==> config.mk <==
export PLATFORM = sky130hd
export DESIGN_NAME = inst_sequencer
export DESIGN_NICKNAME = d
export VERILOG_FILES = /design/src/rtl/inst_pkg.sv /design/src/rtl/inst_ram.sv /design/src/rtl/inst_sequencer.sv
export SDC_FILE = /design/constraint.sdc
export NUM_CORES = 1
export LEC_CHECK = 0
export ABC_AREA = 1
export BUFFER_PORTS_ARGS = -buffer_cell sky130_fd_sc_hd__buf_2
export CAP_MARGIN = 10
export CORE_UTILIZATION = 33
export CTS_CLUSTER_SIZE = 16
export DETAILED_ROUTE_END_ITERATION = 10
export PLACE_DENSITY = 0.45
export SYNTH_ARGS = -nofsm -noshare
export SYNTH_HDL_FRONTEND = slang
export SYNTH_SLANG_ARGS = --single-unit
export TNS_END_PERCENT = 30
==> constraint.sdc <==
create_clock -name clk -period 5.2 [get_ports clk]
set_clock_uncertainty 0.2 [all_clocks]
set_input_delay 1.04 -clock clk [delete_from_list [all_inputs] [get_ports clk]]
set_output_delay 1.04 -clock clk [all_outputs]
set_load 0.05 [all_outputs]
==> src/rtl/inst_pkg.sv <==
// Shared definitions for the instruction sequencer: FSM state encoding and
// the opcode constants carried in the top two bits of an instruction word.
package inst_pkg;

   typedef enum logic [2:0] {
      ST_IDLE  = 3'd0,
      ST_FETCH = 3'd1,
      ST_ISSUE = 3'd2,
      ST_GAP   = 3'd3,
      ST_HOLD  = 3'd4,
      ST_DONE  = 3'd5
   } seqState_t;

   localparam logic [1:0] OP_PUSH = 2'b00;
   localparam logic [1:0] OP_ADD  = 2'b01;
   localparam logic [1:0] OP_MULT = 2'b10;
   localparam logic [1:0] OP_SEND = 2'b11;

endpackage

==> src/rtl/inst_ram.sv <==
// Instruction store: one synchronous write port and one synchronous
// read-first read port. The array itself is never reset; only the read
// data register is cleared so the instruction output starts at zero.
module inst_ram #(
   parameter int INST_W = 8,
   parameter int DEPTH  = 32
) (
   input  logic                     clk,
   input  logic                     rst_n,
   input  logic                     i_wrEn,
   input  logic [$clog2(DEPTH)-1:0] i_wrAddr,
   input  logic [INST_W-1:0]        i_wrData,
   input  logic                     i_rdEn,
   input  logic [$clog2(DEPTH)-1:0] i_rdAddr,
   output logic [INST_W-1:0]        o_rdData
);

   logic [INST_W-1:0] r_mem [DEPTH];

   // Write port: commits the word at the clock edge regardless of sequencer state
   always_ff @(posedge clk) begin
      if (i_wrEn) begin
         r_mem[i_wrAddr] <= i_wrData;
      end
   end

   // Read port: samples the array before this edge's write lands, so a same-cycle write returns old data
   always_ff @(posedge clk or negedge rst_n) begin
      if (!rst_n) begin
         o_rdData <= '0;
      end else if (i_rdEn) begin
         o_rdData <= r_mem[i_rdAddr];
      end
   end

endmodule

==> src/rtl/inst_sequencer.sv <==
// Instruction sequencer: plays a programmed list of instruction words to a
// valid/ready consumer, with optional idle gap, single-step and looping.
module inst_sequencer
   import inst_pkg::*;
#(
   parameter int INST_W = 8,
   parameter int DEPTH  = 32,
   parameter int GAP    = 4
) (
   input  logic                     clk,
   input  logic                     rst_n,
   input  logic                     wr_en,
   input  logic [$clog2(DEPTH)-1:0] wr_addr,
   input  logic [INST_W-1:0]        wr_data,
   input  logic [$clog2(DEPTH):0]   len,
   input  logic                     start,
   input  logic                     abort,
   input  logic                     step_mode,
   input  logic                     step,
   input  logic                     loop_en,
   input  logic                     inst_rdy,
   output logic                     inst_vld,
   output logic [INST_W-1:0]        inst_wd,
   output logic [$clog2(DEPTH)-1:0] pc,
   output logic                     busy,
   output logic                     done
);

   localparam int AW = $clog2(DEPTH);
   localparam int GW = (GAP > 1) ? $clog2(GAP) : 1;
   localparam logic [GW-1:0] GAP_LOAD = GW'((GAP > 0) ? GAP - 1 : 0);
   localparam logic [GW-1:0] GAP_ONE  = GW'(1);
   localparam logic [AW-1:0] PC_ONE   = AW'(1);
   localparam logic [AW:0]   LEN_ONE  = (AW + 1)'(1);

   seqState_t         r_state;
   logic [AW-1:0]     r_pc;
   logic [GW-1:0]     r_gapCnt;
   logic              r_vld;
   logic              r_busy;
   logic              r_done;
   logic              w_isLast;
   logic              w_rdEn;

   // len is compared live so software may change it while a program runs
   assign w_isLast = ({1'b0, r_pc} == (len - LEN_ONE));
   assign w_rdEn   = (r_state == ST_FETCH);

   inst_ram #(
      .INST_W(INST_W),
      .DEPTH (DEPTH)
   ) u_ram (
      .clk     (clk),
      .rst_n   (rst_n),
      .i_wrEn  (wr_en),
      .i_wrAddr(wr_addr),
      .i_wrData(wr_data),
      .i_rdEn  (w_rdEn),
      .i_rdAddr(r_pc),
      .o_rdData(inst_wd)
   );

   // Sequencing FSM with registered handshake/status outputs; abort overrides everything
   always_ff @(posedge clk or negedge rst_n) begin
      if (!rst_n) begin
         r_state  <= ST_IDLE;
         r_pc     <= '0;
         r_gapCnt <= '0;
         r_vld    <= 1'b0;
         r_busy   <= 1'b0;
         r_done   <= 1'b0;
      end else if (abort) begin
         r_state  <= ST_IDLE;
         r_gapCnt <= '0;
         r_vld    <= 1'b0;
         r_busy   <= 1'b0;
         r_done   <= 1'b0;
      end else begin
         case (r_state)
            ST_IDLE, ST_DONE: begin
               if (start && (len != '0)) begin
                  r_pc    <= '0;
                  r_state <= ST_FETCH;
                  r_busy  <= 1'b1;
                  r_done  <= 1'b0;
               end
            end
            ST_FETCH: begin
               r_state <= ST_ISSUE;
               r_vld   <= 1'b1;
            end
            ST_ISSUE: begin
               if (inst_rdy) begin
                  r_vld <= 1'b0;
                  if (w_isLast && !loop_en) begin
                     r_state <= ST_DONE;
                     r_busy  <= 1'b0;
                     r_done  <= 1'b1;
                  end else begin
                     r_pc <= w_isLast ? '0 : (r_pc + PC_ONE);
                     if (step_mode) begin
                        r_state <= ST_HOLD;
                     end else if (GAP > 0) begin
                        r_state  <= ST_GAP;
                        r_gapCnt <= GAP_LOAD;
                     end else begin
                        r_state <= ST_FETCH;
                     end
                  end
               end
            end
            ST_GAP: begin
               if (r_gapCnt == '0) begin
                  r_state <= ST_FETCH;
               end else begin
                  r_gapCnt <= r_gapCnt - GAP_ONE;
               end
            end
            ST_HOLD: begin
               if (step) begin
                  r_state <= ST_FETCH;
               end
            end
            default: begin
               r_state <= ST_IDLE;
            end
         endcase
      end
   end

   assign inst_vld = r_vld;
   assign pc       = r_pc;
   assign busy     = r_busy;
   assign done     = r_done;

endmodule

# Word level (Yosys, flattened, before mapping)
# Memories as Yosys holds them, arrays and structs flattened. A register that Yosys moved wholly into a read port is not among the register bits.
# Cells that the tools add are included.
# W data, S select, Z words.
dict set report totals {
  ff_bits 13
  ram_bits 256
  input_bits 28
  output_inout_bits 16
  word_cells 79
  memories 1
}
# memory depth word_bits rd rd_clocked_by_memory_dff wr line_no
set memory_table {}
lappend memory_table {u_ram.r_mem 32 8 1 1 1 inst_ram.sv:18} ;# logic [INST_W-1:0] r_mem [DEPTH];
dict set report classes {
  addsub 3
  eq_ne 17
  n_mux 34
  bitwise 1
  reduce_logical 17
}
# operator count
set op_table {}
lappend op_table {{$ne A3 B3 Y1 const B} 8}
lappend op_table {{$mux W3} 7}
lappend op_table {{$mux W5} 4}
lappend op_table {{$pmux W3 S5} 1}
lappend op_table {{$mux W1} 12}
lappend op_table {{$mux W2} 5}
lappend op_table {{$pmux W5 S2} 1}
lappend op_table {{$reduce_and A5 Y1} 2}
lappend op_table {{$reduce_bool A3 Y1} 3}
lappend op_table {{$reduce_and A4 Y1} 2}
lappend op_table {{$eq A3 B2 Y1 const B} 2}
lappend op_table {{$eq A3 B3 Y1 const B} 2}
lappend op_table {{$eq A5 B6 Y1} 1}
lappend op_table {{$ne A2 B2 Y1 const B} 3}
lappend op_table {{$pmux W1 S2} 3}
lappend op_table {{$reduce_bool A6 Y1} 1}
lappend op_table {{$sub A6 B1 Y6 const B} 1}
lappend op_table {{$add A5 B1 Y5 const B} 1}
lappend op_table {{$pmux W2 S2} 1}
lappend op_table {{$eq A3 B1 Y1 const B} 1}
lappend op_table {{$logic_not A3 Y1} 1}
lappend op_table {{$logic_and A1 B1 Y1} 2}
lappend op_table {{$logic_not A1 Y1} 2}
lappend op_table {{$logic_not A2 Y1} 1}
lappend op_table {{5 further kinds} 5}

# Depth between registers and ports, before layout
dict set report logic_depth {
  ltp_word 7
  ltp_mapped 15
  mapped_depth_nobuf 15
}

# Cells and area by module
# From an unflattened synthesis, not the netlist that was laid out.
dict set report hier_totals {
  hier_cells 1093
  hier_area_um2 11825.1
}
# module instances cells_each area_each_um2 seq_area_each_um2
set by_module_without_submodules {}
lappend by_module_without_submodules {inst_ram 1 924 10765.3 7887.6}
lappend by_module_without_submodules {inst_sequencer 1 169 1059.8 325.3}

# Least setup slack after synthesis
# Ideal clock, no wire load.
dict set report synth_timing {
  kind {input to register}
  start {in len[0]}
  end {reg r_pc[3], in the netlist pc[3]}
  setup_time_ns 0.066
  arrival_ns 2.195
  t_required_ns 4.934
  path_slack_ns 2.739
  path_stages 10
  path_buffers 0
  cell_sequence {inv_2 -> ha_1 -> xnor2_1 -> nor2_1 -> nand2_1 -> nor2_2 -> nand3_2 -> o21ai_2 -> nand2_1 -> nand2_1}
}
dict set report synth_via {
  elab_chain_len 6
  elab_cells_between_ends 12
  classes_between {add/sub: 1; eq/ne: 3; mux: 4; reduce/logical: 4}
}
# item line_no
set synth_lines {}
lappend synth_lines {{from (decl)} inst_sequencer.sv:15} ;# input logic [$clog2(DEPTH):0] len,
lappend synth_lines {{$sub A6 B1 Y6} inst_sequencer.sv:46} ;# assign w_isLast = ({1'b0, r_pc} == (len - LEN_ONE));
lappend synth_lines {{$eq A5 B6 Y1} inst_sequencer.sv:46}
lappend synth_lines {{$mux W5} inst_sequencer.sv:100} ;# r_pc <= w_isLast ? '0 : (r_pc + PC_ONE);
lappend synth_lines {{$mux W5} inst_sequencer.sv:95} ;# if (w_isLast && !loop_en) begin
lappend synth_lines {{$mux W5} inst_sequencer.sv:93} ;# if (inst_rdy) begin
lappend synth_lines {{$pmux W5 S2} inst_sequencer.sv:79} ;# case (r_state)
lappend synth_lines {{to (signal assigned)} inst_sequencer.sv:100}
lappend synth_lines {{to (decl)} inst_sequencer.sv:37} ;# logic [AW-1:0] r_pc;
# Parallel ways exist; a longest one is shown, timed or not. The select of a mux whose other input is x is not followed.
# A chain may end at the register's enable or synchronous reset.

==> results.txt <==
RSZ-0062 raised after global routing: false
Primary flip-flop cell chosen by synthesis mapping: sky130_fd_sc_hd__edfxtp_1
Die Ht: 189 µm
Classification of the worst-slack hold path: flop to flop
Number of cells upsized or downsized after cts: 0
Largest vdd supply drop: 0.271 mV
Total of max-cap violations: 0
Final weighted congestion of routability-driven global placement: 0.784
Setup slack at placement: 2.09 ns
Final layout net count: 1049
Worst reg2reg startpoint: pc[0]
Crit path arrival time: 3.29 ns
Crit path cell chain: inv_4 > buf_12 > o21ai_1 > o211ai_1 > nand3_1 > nand4_1 > nand3_1 > nand2_1
CP Launch Type: flop
Core Box Area: 0.0345 mm²
First-pass GRT wire length: 47100 µm
Post-Synthesis Cells: 979
Clock root buffer master: sky130_fd_sc_hd__clkbuf_16
Starting density of the core: 0.334
DRC violations left: 1
Total negative slack: 0 ns
DRT Wirelength: 31100 µm
Total power divided by cell area: 466 mW/mm²
Port Buffers: 43
HPWL after detailed placement: 18300 µm
Count of antenna diodes in the layout: 0
Sinks on Clock Net: 277
Largest driver fanout on the critical path: 69
Remaining global-route overflow: 0
Via/cell ratio: 5.00
Most prevalent standard cell on the critical path: sky130_fd_sc_hd__nand3_1
Top metal layer carrying routed signals: met4
Required arrival time at the worst endpoint: 5.38 ns
Number of global-route vias before repair: 7429
Number of CTS-inserted buffers: 34
Library cell with the highest instance count after synthesis: sky130_fd_sc_hd__edfxtp_1
Violated checks: design-rule violations
Slew at the pin with the worst max-slew slack: 0.953 ns
Total length of routed met2 wires: 14700 µm
Crit Path Class: flop to flop
Number of enable flip-flop cells after synthesis: 256
Synthesized area: 0.0115 mm²
Proportion of register bits with asynchronous set or reset after synthesis: 0.0758
Mapped Nets: 1011
Count of pins over their slew limit: 0
Leakage power of the design: 4.55 nW
Leading cell types by count after synthesis: sky130_fd_sc_hd__edfxtp_1, sky130_fd_sc_hd__nor2_1, sky130_fd_sc_hd__nand2_1
Total routing usage reported by global routing: 0.176
Met3 Routed Length: 1210 µm
Sequential element share of the synthesized area: 0.714
Worst skew pair latency: 0.51 ns
Cell type with the largest total area after synthesis: sky130_fd_sc_hd__edfxtp_1
Startpoint of the most critical hold path: r_gapCnt[0]
Layout overhead on the synthesized area: 13.8%
FMAX: 322 MHz
Detailed-route via count: 7474
Number of core rows: 68
Yosys warning count: 0
Clock tree from TritonCTS: built
H-tree Lvls: 2
Overall power of the completed layout: 6.11 mW
Status: finished, violations left
Average cell area after synthesis: 11.8 µm²
Wire length on met1: 14700 µm
Master of the slowest instance on the critical path: sky130_fd_sc_hd__dfrtp_4
Highest cell delay on the worst timing path: 0.94 ns
Fill count: 3422
Count of distinct cell types in the synthesized netlist: 31
Origin of the worst setup path: pc[0]
Initial antenna violation count: 0
Minimum setup slack in the final design: 2.09 ns
Headroom to the max-slew limit: 0.362
Floorplan die width: 189 µm
# setup viols final: 0
Overall die area: 0.0356 mm²
Number of DRC violations after detailed-routing iteration 0: 606
Share of the synthesized area in the top cell type: 0.668
Clock buffer depth: 3
Routed wire per std cell: 20.8 µm
Cell types with the largest area share after synthesis: sky130_fd_sc_hd__edfxtp_1, sky130_fd_sc_hd__nor2_1, sky130_fd_sc_hd__dfrtp_1
Buffer count from post-CTS setup fixing: 0
Clock edge transition at the registers on the reported setup and hold paths: 0.05 ns
Number of synthesized register bits: 277
Hold Worst Slack: 0.279 ns
Worst Setup End Kind: flop
Number of nets with antenna violations after detailed routing: 0
Fraction of final layout cells sized beyond drive strength 1: 0.113
Fraction of the cycle the final worst path needs: 0.597
Number of iterations in the first detailed-routing pass: 10
Count of endpoints failing hold in the final timing report: 0
Ports: 44
Hold-fix buffers, CTS: 0
Post-layout minimum cycle time: 3.11 ns
Largest net degree at the start of global routing: 70
[worst max-delay path, delay by kind of cell (launching register included)]
family | cells | cell delay (ns)
buf+inv | 2 | 0.76
simple gates | 4 | 0.62
compound gates | 2 | 0.38
flops | 1 | 0.94
[sequential cells by signal, summed over array words and instances, names as in the netlist]
| name | cells |
|---|---|
| u_ram.o_rdData | 8 |
| done | 1 |
| r_gapCnt | 2 |
| pc | 5 |
| busy | 1 |
| inst_vld | 1 |
| u_ram.r_mem | 256 |
| r_state | 3 |
[power by group]
part           internal (mW)  switching, mW  total, mW
logic                  0.351          0.972       1.32
registers               2.52          0.140       2.66
clock network           1.24          0.885       2.12
[routing by layer]
| layer | up-vias | global-route usage |
|---|---|---|
| met4 | 0 | 0.0428 |
| met2 | 153 | 0.285 |
| met5 | - | 0 |
| met3 | 33 | 0.0250 |
| li1 | 3589 | - |
| met1 | 3699 | 0.249 |
[metrics by stage]
stage	utilization	instances	instance area, µm²
6_report	0.380	1494	13100
3_3_place_gp	0.351	1436	12100
2_1_floorplan	-	979	11500
4_1_cts	0.380	1494	13100
3_5_place_dp	0.351	1436	12100
5_1_grt	0.380	1494	13100
[layout make-up]
| class | count | area [µm²] | area share |
|---|---|---|---|
| clock buffer | 47 | 921 | 0.0703 |
| clock inverter | 11 | 62.6 | 0.00478 |
| inverter | 35 | 134 | 0.0102 |
| multi-input combinational | 617 | 2890 | 0.221 |
| sequential | 277 | 8220 | 0.628 |
| tap | 455 | 569 | 0.0435 |
| timing repair buffer | 52 | 295 | 0.0226 |
[worst paths after layout]
| kind | endpoint | slack, ns | depth (start not counted) |
|---|---|---|---|
| worst min-delay path | r_gapCnt[0] | 0.28 | 2 |
| worst max-delay path | u_ram.o_rdData[5] | 2.09 | 8 |
| min in group asynchronous | inst_vld | 0.30 | 1 |
| worst max register to register | u_ram.o_rdData[5] | 2.09 | 8 |
| max in group asynchronous | pc[0] | 4.11 | 1 |
| worst min register to register | r_gapCnt[0] | 0.28 | 2 |
[cell usage in the layout (no fill, tap or decap), types with 27 or more instances in the layout]
cell type / instances
sky130_fd_sc_hd__buf_2: 43
sky130_fd_sc_hd__clkbuf_16: 35
sky130_fd_sc_hd__edfxtp_1: 256
sky130_fd_sc_hd__nand2_1: 129
sky130_fd_sc_hd__nand3_1: 63
sky130_fd_sc_hd__nor2_1: 196
sky130_fd_sc_hd__o211ai_1: 32
sky130_fd_sc_hd__o21ai_0: 99
sky130_fd_sc_hd__o21ai_1: 28
sky130_fd_sc_hd__o22ai_1: 27
[kinds of logic after synthesis]
| kind of cell | after synthesis | share of synthesized area |
|---|---|---|
| flip-flops | 277 | 0.714 |
| AO/OA/AOI/OAI | 198 | 0.0975 |
| AND/OR/NAND/NOR | 410 | 0.146 |
| XOR/XNOR | 5 | 0.00381 |
| adder cells (fa/ha/maj) | 4 | 0.00435 |
| buffers and inverters | 85 | 0.0349 |
Note: power is estimated with default switching activity, not from simulation.
